### src/rtl/store_write_buffer.sv
// Store write buffer: FIFO of released stores between the store queue and the data-memory
// port, merging same-word stores into the newest entry and offering a load conflict check.
module store_write_buffer #(
  parameter int unsigned DEPTH  = 2,
  parameter int unsigned ADDR_W = 32
) (
  input  logic              clk,
  input  logic              rst,
  input  logic              sq_valid,
  input  logic [ADDR_W-1:0] sq_addr,
  input  logic [3:0]        sq_be,
  input  logic [31:0]       sq_data,
  output logic              sq_pop,
  output logic              mem_req,
  output logic [ADDR_W-1:0] mem_addr,
  output logic [3:0]        mem_be,
  output logic [31:0]       mem_data,
  input  logic              mem_ack,
  input  logic              ld_check,
  input  logic [ADDR_W-1:0] ld_addr,
  input  logic [3:0]        ld_be,
  output logic              ld_conflict,
  output logic              empty
);

  localparam int unsigned PTR_W = $clog2(DEPTH);
  localparam int unsigned CNT_W = PTR_W + 1;
  localparam int unsigned WA_W  = ADDR_W - 2;

  logic [WA_W-1:0]  word_q [DEPTH];
  logic [3:0]       be_q   [DEPTH];
  logic [31:0]      data_q [DEPTH];
  logic [PTR_W-1:0] head_q, tail_q, newest;
  logic [CNT_W-1:0] count_q;
  logic [WA_W-1:0]  sq_word, ld_word;
  logic             merge_ok, push, retire;
  logic [PTR_W-1:0] offset;
  logic             unused_low_bits;

  assign sq_word = sq_addr[ADDR_W-1:2];
  assign ld_word = ld_addr[ADDR_W-1:2];
  assign unused_low_bits = ^{sq_addr[1:0], ld_addr[1:0]};

  // The head is never merged into (count >= 2), so the issued payload cannot change.
  assign newest   = tail_q - PTR_W'(1);
  assign merge_ok = sq_valid && (count_q >= CNT_W'(2)) && (word_q[newest] == sq_word);
  assign sq_pop   = sq_valid && (merge_ok || (count_q < CNT_W'(DEPTH)));
  assign push     = sq_pop && !merge_ok;

  assign mem_req  = (count_q != '0);
  assign retire   = mem_req && mem_ack;
  assign mem_addr = {word_q[head_q], 2'b00};
  assign mem_be   = be_q[head_q];
  assign mem_data = data_q[head_q];
  assign empty    = (count_q == '0);

  always_ff @(posedge clk) begin
    if (rst) begin
      head_q  <= '0;
      tail_q  <= '0;
      count_q <= '0;
    end else begin
      if (push)   tail_q <= tail_q + PTR_W'(1);
      if (retire) head_q <= head_q + PTR_W'(1);
      case ({push, retire})
        2'b10:   count_q <= count_q + CNT_W'(1);
        2'b01:   count_q <= count_q - CNT_W'(1);
        default: count_q <= count_q;
      endcase
    end
  end

  // Entry payloads are not reset; validity comes solely from head/count.
  always_ff @(posedge clk) begin
    if (push) begin
      word_q[tail_q] <= sq_word;
      be_q[tail_q]   <= sq_be;
      data_q[tail_q] <= sq_data;
    end else if (merge_ok) begin
      be_q[newest] <= be_q[newest] | sq_be;
      for (int b = 0; b < 4; b++) begin
        if (sq_be[b]) data_q[newest][8*b +: 8] <= sq_data[8*b +: 8];
      end
    end
  end

  always_comb begin
    ld_conflict = 1'b0;
    offset      = '0;
    for (int i = 0; i < DEPTH; i++) begin
      offset = PTR_W'(i) - head_q;
      if (ld_check && ({1'b0, offset} < count_q) && (word_q[i] == ld_word) &&
          (|(be_q[i] & ld_be))) begin
        ld_conflict = 1'b1;
      end
    end
  end

  a_no_overflow: assert property (@(posedge clk) disable iff (rst)
    (sq_pop && !merge_ok) |-> (count_q < CNT_W'(DEPTH)));

  a_payload_stable: assert property (@(posedge clk) disable iff (rst)
    (mem_req && !mem_ack) |=> (!mem_req || $stable({mem_addr, mem_be, mem_data})));

endmodule

### config.mk
export PLATFORM = sky130hd
export DESIGN_NAME = store_write_buffer
export DESIGN_NICKNAME = d
export VERILOG_FILES = /design/src/rtl/store_write_buffer.sv
export SDC_FILE = /design/constraint.sdc
export NUM_CORES = 1
export LEC_CHECK = 0
export CAP_MARGIN = 10
export CORE_ASPECT_RATIO = 0.75
export CORE_UTILIZATION = 41
export CTS_CLUSTER_DIAMETER = 40
export DETAILED_ROUTE_END_ITERATION = 16
export DONT_BUFFER_PORTS = 1
export GPL_TIMING_DRIVEN = 0
export PLACE_DENSITY = 0.67
export SETUP_SLACK_MARGIN = 0.2
export SYNTH_ARGS = -nofsm -noshare
export SYNTH_HDL_FRONTEND = slang
export SYNTH_SLANG_ARGS = --single-unit
### constraint.sdc
create_clock -name clk -period 4.5 [get_ports clk]
set_input_delay 0.9 -clock clk [delete_from_list [all_inputs] [get_ports clk]]
set_output_delay 0.9 -clock clk [all_outputs]
set_load 0.02 [all_outputs]
==> results.py <==
metrics = {
    "outcome": {
        "status": "finished, final reports clean",
    },
    "sta": {
        "relSlewSlack": 0.427,
        "rsz0062_at_grt": "no",
        "worst_slew_pin_slew_ns": 0.859,
        "hold_viol": 0,
        "fin_ws_ns": 0.755,
        "setup_viol": 0,
        "setup_tns_ns": 0,
        "drv_slew": 0,
        "timing.hold.ws_ns": 0.552,
        "fmax_mhz": 267,
        "fin_crit_ns": 3.75,
        "min_period_over_period": 0.832,
        "skew_ns": 0.0149,
    },
    "critical_path": {
        "path_cells": "buf_6 -> buf_2 -> mux2i_1 -> xnor2_1 -> nor4_1 -> nand4_1 -> o21ai_0 -> and2_1",
        "max_stage_delay_ns": 0.43,
        "critPathArrivalTime_ns": 2.85,
        "crit_required_ns": 3.60,
        "slowest_stage": "nor4_1",
        "path_buf_inv": 2,
        "cp-start-kind": "register",
        "path_class": "register to output pin",
        "worst_setup_path_end_kind": "output pin",
        "critical-path-top-delay-family": "simple AND/OR/NAND/NOR gates",
        "crit_fanout": 10,
    },
    "layout": {
        "drive_above_1_share": 0.260,
        "area_growth_pct": 13.9,
        "n_antenna_cell": 0,
        "nets": 551,
        "post-route-util": 0.483,
        "design_area_sq_um": 7440,
    },
    "clock_tree": {
        "cts_tree": "yes",
        "insertion_delay_ns": 0.42,
        "clock-sinks": 137,
        "cts.path.max_buffers": 2,
        "ctsHoldBuffers": 0,
        "cts_buffers": 17,
        "cts_setup_buffers": 0,
        "cts.clk_slew.worst_paths_ns": 0.06,
        "cts_resized": 0,
        "htree_levels": 4,
        "clockRootBuffer": "clkbuf_16",
    },
    "route": {
        "drt-total-wl_um": 15800,
        "drt-pass1-iter-count": 5,
        "ant_nets": 0,
        "dr_wl_met2_um": 7320,
        "vias_per_cell": 5.47,
        "dr_wl_met3_um": 1430,
        "wl_met1_um": 6840,
        "top_layer_used": "met4",
        "wl_per_cell_um": 23.9,
        "drt-initial-drc-count": 249,
        "drc": 0,
        "vias": 3605,
    },
    "yosys": {
        "yosysSeqAreaShare": 0.622,
        "yosys.area.top_type_share": 0.606,
        "ys_types": 32,
        "synthFlopType": "edfxtp_1",
        "synth-edff-count": 132,
        "synth_most_common_cell": "edfxtp_1",
        "synth_area_leaders": "edfxtp_1 61%, mux2_2 12%, xnor2_1 6.6%",
        "ys_async_sr_fraction": 0,
        "synth_area_sq_um": 6540,
        "synth_top_cell_by_area": "edfxtp_1",
        "ys_top_cells_by_count": "132 x edfxtp_1, 70 x mux2_2, 49 x xnor2_1, 45 x xor2_1, 30 x mux2i_1",
        "synth-seq-cells": 137,
        "yosys_warnings": 0,
        "syn_inst": 419,
        "avgSynthCellArea_sq_um": 15.6,
    },
    "global_route": {
        "grt_first_pass_wirelength_um": 23000,
        "grt.total_usage": 0.197,
        "antenna_found_initial": 0,
        "grt-ovfl-total": 0,
        "grt_max_degree": 22,
        "grt_pass1_vias": 3728,
    },
    "job": {
        "cap_violations": 0,
    },
    "placement": {
        "dpl-instance-area_sq_um": 6870,
        "gp_congestion": 0.852,
        "portBuffers": 0,
        "dp_hpwl_um": 11900,
        "dp_worst_setup_slack_ns": 1.27,
    },
    "floorplan": {
        "num_rows": 39,
        "die_w_um": 148,
        "core_area_sq_um": 15400,
        "die_area_sq_um": 16500,
        "die_h_um": 111,
        "start_util": 0.424,
        "io_pins": 181,
    },
    "pwr": {
        "p_per_area_nw_per_um2": 622,
        "p_leak_nw": 2.43,
        "peakVddDrop_uv": 344,
    },
    "min_path": {
        "worst_hold_path_type": "input pin to register",
    },
}
==> placed cells by master, fill, tap and decap left out, types with 2 or more instances in the layout <==
master and n:
a21o_1 6, a21oi_1 3, a22oi_1 4, a31o_1 4
a31o_2 4, and2_1 2, buf_16 2, buf_4 2
buf_6 4, bufinv_16 2, clkbuf_1 9, clkbuf_16 17
clkinv_2 4, clkinv_4 2, clkinvlp_4 3, conb_1 2
dfxtp_1 5, edfxtp_1 132, inv_1 3, inv_6 3
mux2_2 70, mux2i_1 30, nand2_1 2, nand4_1 8
nor2_1 3, nor2_4 2, nor4_1 19, o2111ai_1 2
o21ai_0 2, xnor2_1 49, xor2_1 45
==> layout make-up <==
cell class | instances | area [sq um]
Multi-Input combinational cell | 265 | 2380
Sequential cell | 137 | 4060
Tap cell | 205 | 256
Buffer | 15 | 95.1
Clock inverter | 14 | 146
Clock buffer | 18 | 429
Fill cell | 1343 | 7980
Timing Repair Buffer | 2 | 55.1
Inverter | 3 | 11.3
==> worst paths after layout <==
check | cells after the start | endpoint | slack [ns] | from
hold / removal | 1 | count_q[0]$_SDFFE_PP0P_ | 0.55 | rst
setup / recovery | 8 | sq_pop | 0.75 | tail_q$_SDFFE_PP0N_
hold reg to reg | 2 | count_q[0]$_SDFFE_PP0P_ | 0.56 | count_q[0]$_SDFFE_PP0P_
setup reg to reg | 9 | data_q[1][26]$_DFFE_PP_ | 1.26 | tail_q$_SDFFE_PP0N_
==> layer usage <==
layer  global-route usage  vias to the layer above
met1                0.263                     1804
met5                    0                        -
met2                0.295                      151
met4               0.0612                        0
li1                     -                     1638
met3               0.0770                       12
==> registers in the layout, indices dropped and copies added, names as in the netlist, named ones only <==
| name | flops |
|---|---|
| data_q | 64 |
| word_q | 60 |
| be_q | 8 |
| count_q | 2 |
| head_q | 1 |
| tail_q | 1 |
==> power breakdown <==
part | switching [mW] | internal [mW] | leakage, nW
combinational | 0.945 | 0.535 | 0.882
sequential | 0.119 | 1.68 | 1.27
clock | 0.535 | 0.817 | 0.277
total | 1.60 | 3.03 | 2.43
==> through the flow <==
step	instances	power (mW)
finish	659	4.63
global route	659	4.81
CTS	659	4.67
detailed placement	627	3.31
global placement	625	3.26
floorplan	420	2.95
==> cell families (layout without fill, tap and decap cells) <==
logic type / Yosys count / count (layout) / synth area share
DFF: 137 / 137 / 0.622
buffers and inverters: 18 / 52 / 0.0163
adders and majority gates: 1 / 1 / 0.00191
xor gates and xnor gates: 94 / 94 / 0.126
and+or+nand+nor: 42 / 42 / 0.0373
AOI/OAI and AO/OA: 26 / 26 / 0.0297
other: 1 / 2 / 0.000574
muxes: 100 / 100 / 0.167
(Power assumes the default switching activity.)
